**config.mk**
```make
export PLATFORM = sky130hd
export DESIGN_NAME = sha2_core
export DESIGN_NICKNAME = d
export VERILOG_FILES = /design/src/rtl/sha2_pkg.sv /design/src/rtl/sha2_round.sv /design/src/rtl/sha2_core.sv
export SDC_FILE = /design/constraint.sdc
export NUM_CORES = 2
export LEC_CHECK = 0
export ABC_AREA = 1
export CAP_MARGIN = 10
export CELL_PAD_IN_SITES_DETAIL_PLACEMENT = 1
export CELL_PAD_IN_SITES_GLOBAL_PLACEMENT = 1
export CORE_ASPECT_RATIO = 1.2
export CORE_UTILIZATION = 36
export CTS_BUF_LIST = sky130_fd_sc_hd__clkbuf_4
export CTS_CLUSTER_SIZE = 14
export DETAILED_ROUTE_END_ITERATION = 6
export GPL_TIMING_DRIVEN = 0
export MAX_ROUTING_LAYER = met4
export PLACE_DENSITY_LB_ADDON = 0.1
export SETUP_SLACK_MARGIN = 0.15
export SKIP_CTS_REPAIR_TIMING = 1
export SYNTH_ARGS = -nofsm -noshare
export SYNTH_HDL_FRONTEND = slang
export SYNTH_HIERARCHICAL = 1
export SYNTH_SLANG_ARGS = --single-unit
export TNS_END_PERCENT = 100
```
**constraint.sdc**
```tcl
create_clock -name clk_i -period 10 [get_ports clk_i]
set_input_delay 2.5 -clock clk_i [delete_from_list [all_inputs] [get_ports clk_i]]
set_output_delay 2.5 -clock clk_i [all_outputs]
set_load 0.005 [all_outputs]
```
**src/rtl/sha2_pkg.sv**
```systemverilog
// sha2_pkg: shared types, constants and bit functions for the SHA-256/SHA-224 engine.
//   word_t        32-bit datapath word
//   sha2_mode_e   ModeSha256 / ModeSha224
//   sha2_state_t  working variables a..h (a in the MSBs)
//   K, IV256, IV224 constant tables; ch, maj, Sigma0/1, sigma0/1 helpers; iv_word selector
package sha2_pkg;

    typedef logic [31:0] word_t;

    typedef enum logic {
        ModeSha256 = 1'b0,
        ModeSha224 = 1'b1
    } sha2_mode_e;

    typedef struct packed {
        word_t a;
        word_t b;
        word_t c;
        word_t d;
        word_t e;
        word_t f;
        word_t g;
        word_t h;
    } sha2_state_t;

    localparam int unsigned NumRounds = 64;

    localparam word_t K [64] = '{
        32'h428a2f98, 32'h71374491, 32'hb5c0fbcf, 32'he9b5dba5,
        32'h3956c25b, 32'h59f111f1, 32'h923f82a4, 32'hab1c5ed5,
        32'hd807aa98, 32'h12835b01, 32'h243185be, 32'h550c7dc3,
        32'h72be5d74, 32'h80deb1fe, 32'h9bdc06a7, 32'hc19bf174,
        32'he49b69c1, 32'hefbe4786, 32'h0fc19dc6, 32'h240ca1cc,
        32'h2de92c6f, 32'h4a7484aa, 32'h5cb0a9dc, 32'h76f988da,
        32'h983e5152, 32'ha831c66d, 32'hb00327c8, 32'hbf597fc7,
        32'hc6e00bf3, 32'hd5a79147, 32'h06ca6351, 32'h14292967,
        32'h27b70a85, 32'h2e1b2138, 32'h4d2c6dfc, 32'h53380d13,
        32'h650a7354, 32'h766a0abb, 32'h81c2c92e, 32'h92722c85,
        32'ha2bfe8a1, 32'ha81a664b, 32'hc24b8b70, 32'hc76c51a3,
        32'hd192e819, 32'hd6990624, 32'hf40e3585, 32'h106aa070,
        32'h19a4c116, 32'h1e376c08, 32'h2748774c, 32'h34b0bcb5,
        32'h391c0cb3, 32'h4ed8aa4a, 32'h5b9cca4f, 32'h682e6ff3,
        32'h748f82ee, 32'h78a5636f, 32'h84c87814, 32'h8cc70208,
        32'h90befffa, 32'ha4506ceb, 32'hbef9a3f7, 32'hc67178f2
    };

    localparam word_t IV256 [8] = '{
        32'h6a09e667, 32'hbb67ae85, 32'h3c6ef372, 32'ha54ff53a,
        32'h510e527f, 32'h9b05688c, 32'h1f83d9ab, 32'h5be0cd19
    };

    localparam word_t IV224 [8] = '{
        32'hc1059ed8, 32'h367cd507, 32'h3070dd17, 32'hf70e5939,
        32'hffc00b31, 32'h68581511, 32'h64f98fa7, 32'hbefa4fa4
    };

    function automatic word_t rotr(word_t x, int unsigned n);
        return (x >> n) | (x << (32 - n));
    endfunction

    function automatic word_t ch(word_t x, word_t y, word_t z);
        return (x & y) ^ (~x & z);
    endfunction

    function automatic word_t maj(word_t x, word_t y, word_t z);
        return (x & y) ^ (x & z) ^ (y & z);
    endfunction

    function automatic word_t Sigma0(word_t x);
        return rotr(x, 2) ^ rotr(x, 13) ^ rotr(x, 22);
    endfunction

    function automatic word_t Sigma1(word_t x);
        return rotr(x, 6) ^ rotr(x, 11) ^ rotr(x, 25);
    endfunction

    function automatic word_t sigma0(word_t x);
        return rotr(x, 7) ^ rotr(x, 18) ^ (x >> 3);
    endfunction

    function automatic word_t sigma1(word_t x);
        return rotr(x, 17) ^ rotr(x, 19) ^ (x >> 10);
    endfunction

    function automatic word_t iv_word(sha2_mode_e mode, logic [2:0] idx);
        return (mode == ModeSha224) ? IV224[idx] : IV256[idx];
    endfunction

endpackage

```
**src/rtl/sha2_round.sv**
```systemverilog
// sha2_round: one combinational SHA-2 compression round.
//   i_state  working variables a..h before the round
//   i_k      round constant K[t]
//   i_w      schedule word W[t]
//   o_state  working variables after the round
module sha2_round
    import sha2_pkg::*;
(
    input  sha2_state_t i_state,
    input  word_t       i_k,
    input  word_t       i_w,
    output sha2_state_t o_state
);

    word_t w_t1;
    word_t w_t2;

    assign w_t1 = i_state.h + Sigma1(i_state.e) + ch(i_state.e, i_state.f, i_state.g) + i_k + i_w;
    assign w_t2 = Sigma0(i_state.a) + maj(i_state.a, i_state.b, i_state.c);

    always_comb begin
        o_state.a = w_t1 + w_t2;
        o_state.b = i_state.a;
        o_state.c = i_state.b;
        o_state.d = i_state.c;
        o_state.e = i_state.d + w_t1;
        o_state.f = i_state.e;
        o_state.g = i_state.f;
        o_state.h = i_state.g;
    end

endmodule

```
**src/rtl/sha2_core.sv**
```systemverilog
// sha2_core: iterative SHA-256/SHA-224 compression engine, one pre-padded block per start,
// chaining state kept across blocks.
//   clk_i, rst_ni     clock, synchronous active-low reset
//   block_i           512-bit padded block, W[0] in the MSBs, sampled on acceptance
//   enable_hash_i     start a block (only honoured while idle)
//   rst_hash_i        reload IV for mode_i, abort any running block
//   mode_i            0 = SHA-256, 1 = SHA-224 (sampled with rst_hash_i)
//   hold_o, idle_o    busy / ready status
//   digest_o          chaining state H0..H7 ({H0..H6, 0} in SHA-224 mode)
//   digest_valid_o    digest_o holds the result of the last completed block
// Build option: define SHA2_224_EN to honour mode_i; otherwise the core is SHA-256 only.
module sha2_core
    import sha2_pkg::*;
#(
    parameter int unsigned BlockWidth     = 512,
    parameter int unsigned DigestWidth    = 256,
    parameter int unsigned RoundsPerCycle = 1
) (
    input  logic                   clk_i,
    input  logic                   rst_ni,
    input  logic [BlockWidth-1:0]  block_i,
    input  logic                   enable_hash_i,
    input  logic                   rst_hash_i,
    input  logic                   mode_i,
    output logic                   hold_o,
    output logic                   idle_o,
    output logic [DigestWidth-1:0] digest_o,
    output logic                   digest_valid_o
);

    if (BlockWidth != 512) begin : g_bad_block
        $error("sha2_core: BlockWidth must be 512");
    end
    if (DigestWidth != 256) begin : g_bad_digest
        $error("sha2_core: DigestWidth must be 256");
    end
    if (RoundsPerCycle != 1 && RoundsPerCycle != 2 && RoundsPerCycle != 4) begin : g_bad_rpc
        $error("sha2_core: RoundsPerCycle must be 1, 2 or 4");
    end

    localparam int         Rpc      = int'(RoundsPerCycle);
    localparam logic [6:0] CntStep  = 7'(RoundsPerCycle);
    localparam logic [6:0] CntLast  = 7'(NumRounds);

    typedef enum logic [1:0] {StIdle, StRounds, StFinal} state_e;

    state_e      r_state;
    sha2_mode_e  r_mode;
    logic        r_valid;
    logic [6:0]  r_cnt;
    sha2_state_t r_work;
    word_t       r_h [8];
    word_t       r_w [16];
    word_t       w_w_next [16];
    sha2_mode_e  w_mode_sel;

`ifdef SHA2_224_EN
    assign w_mode_sel = sha2_mode_e'(mode_i);
`else
    logic w_unused_mode;
    assign w_unused_mode = mode_i;
    assign w_mode_sel    = ModeSha256;
`endif

    // Round chain: stage g consumes W[t+g] (window slot g) and K[t+g].
    for (genvar g = 0; g < Rpc; g++) begin : g_round
        sha2_state_t w_in;
        sha2_state_t w_out;
        logic [5:0]  w_kidx;
        if (g == 0) begin : g_first
            assign w_in = r_work;
        end else begin : g_next
            assign w_in = g_round[g-1].w_out;
        end
        assign w_kidx = r_cnt[5:0] + 6'(g);
        sha2_round u_round (
            .i_state (w_in),
            .i_k     (K[w_kidx]),
            .i_w     (r_w[g]),
            .o_state (w_out)
        );
    end

    // Extend the schedule by Rpc words; later words may depend on ones produced this cycle.
    always_comb begin
        word_t ext [16+Rpc];
        for (int i = 0; i < 16; i++) ext[i] = r_w[i];
        for (int j = 0; j < Rpc; j++) begin
            ext[16+j] = sigma1(ext[14+j]) + ext[9+j] + sigma0(ext[1+j]) + ext[j];
        end
        for (int i = 0; i < 16; i++) w_w_next[i] = ext[i+Rpc];
    end

    always_ff @(posedge clk_i) begin
        if (!rst_ni) begin
            r_state <= StIdle;
            r_mode  <= ModeSha256;
            r_valid <= 1'b0;
            r_cnt   <= '0;
            r_work  <= '0;
            for (int i = 0; i < 8; i++) r_h[i] <= IV256[i];
            for (int i = 0; i < 16; i++) r_w[i] <= '0;
        end else if (rst_hash_i) begin
            r_state <= StIdle;
            r_mode  <= w_mode_sel;
            r_valid <= 1'b0;
            r_cnt   <= '0;
            for (int i = 0; i < 8; i++) r_h[i] <= iv_word(w_mode_sel, 3'(i));
        end else begin
            unique case (r_state)
                StIdle: begin
                    if (enable_hash_i) begin
                        for (int i = 0; i < 16; i++) r_w[i] <= block_i[BlockWidth-1-32*i -: 32];
                        r_work  <= {r_h[0], r_h[1], r_h[2], r_h[3],
                                    r_h[4], r_h[5], r_h[6], r_h[7]};
                        r_cnt   <= '0;
                        r_valid <= 1'b0;
                        r_state <= StRounds;
                    end
                end
                StRounds: begin
                    // Counter hits 64 after the last round; that cycle only moves to FINAL.
                    if (r_cnt == CntLast) begin
                        r_state <= StFinal;
                    end else begin
                        r_work <= g_round[Rpc-1].w_out;
                        r_w    <= w_w_next;
                        r_cnt  <= r_cnt + CntStep;
                    end
                end
                StFinal: begin
                    r_h[0]  <= r_h[0] + r_work.a;
                    r_h[1]  <= r_h[1] + r_work.b;
                    r_h[2]  <= r_h[2] + r_work.c;
                    r_h[3]  <= r_h[3] + r_work.d;
                    r_h[4]  <= r_h[4] + r_work.e;
                    r_h[5]  <= r_h[5] + r_work.f;
                    r_h[6]  <= r_h[6] + r_work.g;
                    r_h[7]  <= r_h[7] + r_work.h;
                    r_valid <= 1'b1;
                    r_state <= StIdle;
                end
                default: r_state <= StIdle;
            endcase
        end
    end

    assign hold_o         = (r_state != StIdle);
    assign idle_o         = (r_state == StIdle);
    assign digest_valid_o = r_valid;
    assign digest_o       = {r_h[0], r_h[1], r_h[2], r_h[3], r_h[4], r_h[5], r_h[6],
                             (r_mode == ModeSha224) ? 32'h0 : r_h[7]};

endmodule

```
==> metrics.md <==
| Metric | Value |
|---|---|
| Status | `complete, but fails checks` |
| Failing checks | `design-rule violations` |
| Netlist cell types | `61` |
| Unrepaired setup endpoints after global routing | `no` |
| Die area | `0.216 sq mm` |
| DR DRC count | `91` |
| Root buf cell | `clkbuf_4` |
| Req. time, crit path | `11.38 ns` |
| Pin count of the biggest net entering global routing | `between 60 and 70` |
| TNS Setup | `0 ns` |
| Area leader, netlist | `dfxtp_1` |
| Simple-gate share of the synthesized area | `22.7%` |
| Num CTS Buffers | `between 300 and 400` |
| Synth top area cells | `dfxtp_1 21%, nand2_1 15%, edfxtp_1 8.7%, o21ai_0 6.9%, ha_1 6.3%` |
| Clock H-tree levels | `5` |
| Final hold violations | `0` |
| Max-slew headroom | `4.21%` |
| Worst Reg-to-Reg Cells | `33` |
| First-pass GRT wire length | `slightly above 600 mm` |
| Slew @ Worst Pin | `1.44 ns` |
| Die Wd | `roughly 420 um` |
| Dpl cell area | `0.0884 sq mm` |
| Synth Warn # | `6` |
| Yosys top cell area share | `21.1%` |
| CTS tree | `yes` |
| Final period utilization | `97.1%` |
| VDD IR-drop max | `0.000234 V` |
| 1st-iter DRT viols | `6,953` |
| Initial antenna violation count | `53` |
| I/O Pins | `776` |
| #FFs+latches synth | `just over 1k` |
| Seq/Total Area, Yosys | `just under 30%` |
| Final setup fails | `0` |
| Slowest cell on crit path | `buf_1` |
| Reg power frac | `23.7%` |
| Crit path buffers/inverters | `11` |
| GP Congestion | `~1.1` |
| Final std cells w/o fill | `15.2k` |
| Switching Share | `50.5%` |
| Placed insts | `14.7k` |
| Setup clock skew after layout | `0.151 ns` |
| CP max stage delay | `approximately 0.95 ns` |
| Worst-Skew Late Latency | `1.50 ns` |
| ANT nets after route | `0` |
| Internal power | `about 0.010 W` |
| Arrival time at the worst endpoint | `11.09 ns` |
| Clock tree buffer depth | `4` |
| Fin. max-slew vios | `0` |
| GRT Total Usage | `40.8%` |
| Share of cells above drive strength 1 | `roughly 7.9%` |
| Final Instance Area | `0.0925 sq mm` |
| DRT Pass-1 Iters | `7` |
| Total grt overflow | `0` |
| Worst Hold Path Cells | `2` |
| Worst Hold Class | `register to register` |
| Final #Nets | `13.3k` |
| Synth Net Count | `12.2k` |
| Rows | `185` |
| Mapped Area | `0.0770 sq mm` |
| Pwr/cell area | `229 mW/mm^2` |
| CP Launch Type | `register` |
| Fin util | `43.6%` |
| Most common library cells after synthesis | `3,063 x nand2_1, 1,090 x inv_1, 1,065 x o21ai_0` |
| Initial core utilization | `a little over a third` |
| DR vias/cell | `between 5 and 6` |
| Critical-path maximum fanout | `11` |
| Crit path time final | `9.71 ns` |
| CP endpoint | `g_round[0].w_in[255]` |
| Xor/xnor share of the synthesized area | `4.02%` |
| Layout area overhead | `20.2%` |
| EDFF count, synth | `224` |
| Clock network fraction of total power | `between 20% and 30%` |
| Worst-path clk slew | `around 0.070 ns` |
| Via Count | `86.8k` |
| Mux cell area share after synthesis | `0.418%` |
| Largest family of logic cells by synthesized area | `simple AND/OR/NAND/NOR gates` |
| Levels on crit path | `33` |
| Syn Inst Count | `11.1k` |
| Mapped Avg Cell Area | `6.95 sq um` |
| WL final | `about 440 mm` |
| Total core area | `0.212 sq mm` |
| Vias in the first global route | `between 80k and 90k` |
| Setup crit start | `r_cnt[3]` |
| Max-cap viol count | `0` |
| Net Sw Power | `0.0107 W` |
| Logic gate share of total power | `55.8%` |
| Post-synth ARST share | `0%` |
| Most used DFF post-synth | `dfxtp_1` |
| Worst Setup Path Type | `register to register` |
| Max frequency | `103 MHz` |
| CP Capture Type | `register` |
| Synth Area in Adders | `11.4%` |
| CP top delay family | `buffers and inverters` |
| Die height | `approximately 510 um` |
| Dpl hpwl | `364 mm` |
| Port Buffers | `774` |
| Fraction of the mapped netlist area in compound gates | `20.8%` |
| Top-count cell post-synth | `nand2_1` |
| Worst R2R Start | `r_cnt[3]` |
| Clk sinks | `slightly above 1k` |
| Most Frequent Cell on Critical Path | `inv_1` |
| Lkg Pwr | `41.2 nW` |
| DR WL/cell | `29.0 um` |
| Reg2Reg Setup Slack | `0.29 ns` |
| Critical R2R Capture | `g_round[0].w_in[255]` |
[how the worst min path moves through the flow]
stage | from | endpoint | slack, ns
6_report | r_w[97] | r_w[129] | 0.43
4_1_cts | r_w[97] | r_w[129] | 0.42
2_1_floorplan | r_w[225] | r_w[225] | 0.42
3_5_place_dp | digest_valid_o | digest_valid_o | 0.44
5_1_grt | r_w[432] | r_w[464] | 0.45
3_3_place_gp | digest_valid_o | digest_valid_o | 0.44
[tightest hold or removal path, stage by stage, from the launching register on]
cell,delay [ns]
dfxtp_1,0.31
nand2_1,0.06
a31oi_1,0.07
[cell usage in the layout (no fill, tap or decap), types with 22 or more instances in the layout]
cell type / instances
a21boi_0: 23
a21o_1: 42
a21oi_1: 682
a31oi_1: 750
buf_2: 100
buf_4: 204
buf_6: 69
clkbuf_1: 339
clkbuf_4: 449
clkdlybuf4s50_1: 774
clkinv_1: 50
dfxtp_1: 808
diode_2: 52
edfxtp_1: 224
fa_1: 195
ha_1: 388
inv_1: 1089
mux2i_1: 22
nand2_1: 3059
nand3_1: 342
nand3b_1: 33
nand4_1: 63
nor2_1: 678
nor3_1: 95
o21a_1: 36
o21ai_0: 1063
o21ai_1: 103
o21bai_1: 64
or2_2: 32
xnor2_1: 152
xor2_1: 198
[cell families (layout without fill, tap and decap cells)]
| group | count (synthesis) | after routing |
|---|---|---|
| AOI/OAI and AO/OA | 2869 | 2869 |
| xor gates and xnor gates | 352 | 352 |
| adders and majority gates | 586 | 586 |
| buffers and inverters | 1837 | 3142 |
| DFF | 1034 | 1034 |
| muxes | 31 | 31 |
| other | 0 | 52 |
| and+or+nand+nor | 4368 | 4368 |
[power by group through the flow]
| stage | registers, W | clock network [W] | logic (W) |
|---|---|---|---|
| after floorplan | 0.00479 | 0 | 0.00752 |
| after global placement | 0.00509 | 0 | 0.0113 |
| after detailed placement | 0.00509 | 0 | 0.0115 |
| after CTS | 0.00500 | 0.00437 | 0.0116 |
| after global routing | 0.00502 | 0.00458 | 0.0129 |
| final | 0.00503 | 0.00433 | 0.0118 |
[flip-flops by register name, indices dropped and copies added (netlist names)]
| name | cells |
|---|---|
| r_w | 512 |
| g_round.w_in | 256 |
| r_h | 256 |
| r_cnt | 7 |
| r_state | 2 |
| digest_valid_o | 1 |
[per-stage QoR]
stage	hold slack, ns	power (W)	setup slack (ns)
2_1_floorplan	0.424	0.0123	3.10
3_3_place_gp	0.441	0.0164	-0.698
3_5_place_dp	0.443	0.0166	-0.646
4_1_cts	0.419	0.0210	-0.683
5_1_grt	0.446	0.0225	0.200
6_report	0.431	0.0212	0.291
[routing by layer]
layer | global-route usage, % | wire length, um
met1 | 48.6 | 180000
met2 | 64.5 | 203000
met5 | - | 0
met3 | 7.91 | 30900
met4 | 23.1 | 28200
[final cells by class]
class,instances,area [sq um]
fillers,27374,120000
clock inverters,69,414
well taps,2805,3510
plain buffers,729,4150
flip-flops and latches,1034,22900
diodes,52,130
inverters,1108,4170
repair buffers,787,7990
clock buffers,449,3370
multi-input cells,8206,45800
No activity file was read; power rests on OpenSTA's default activity.
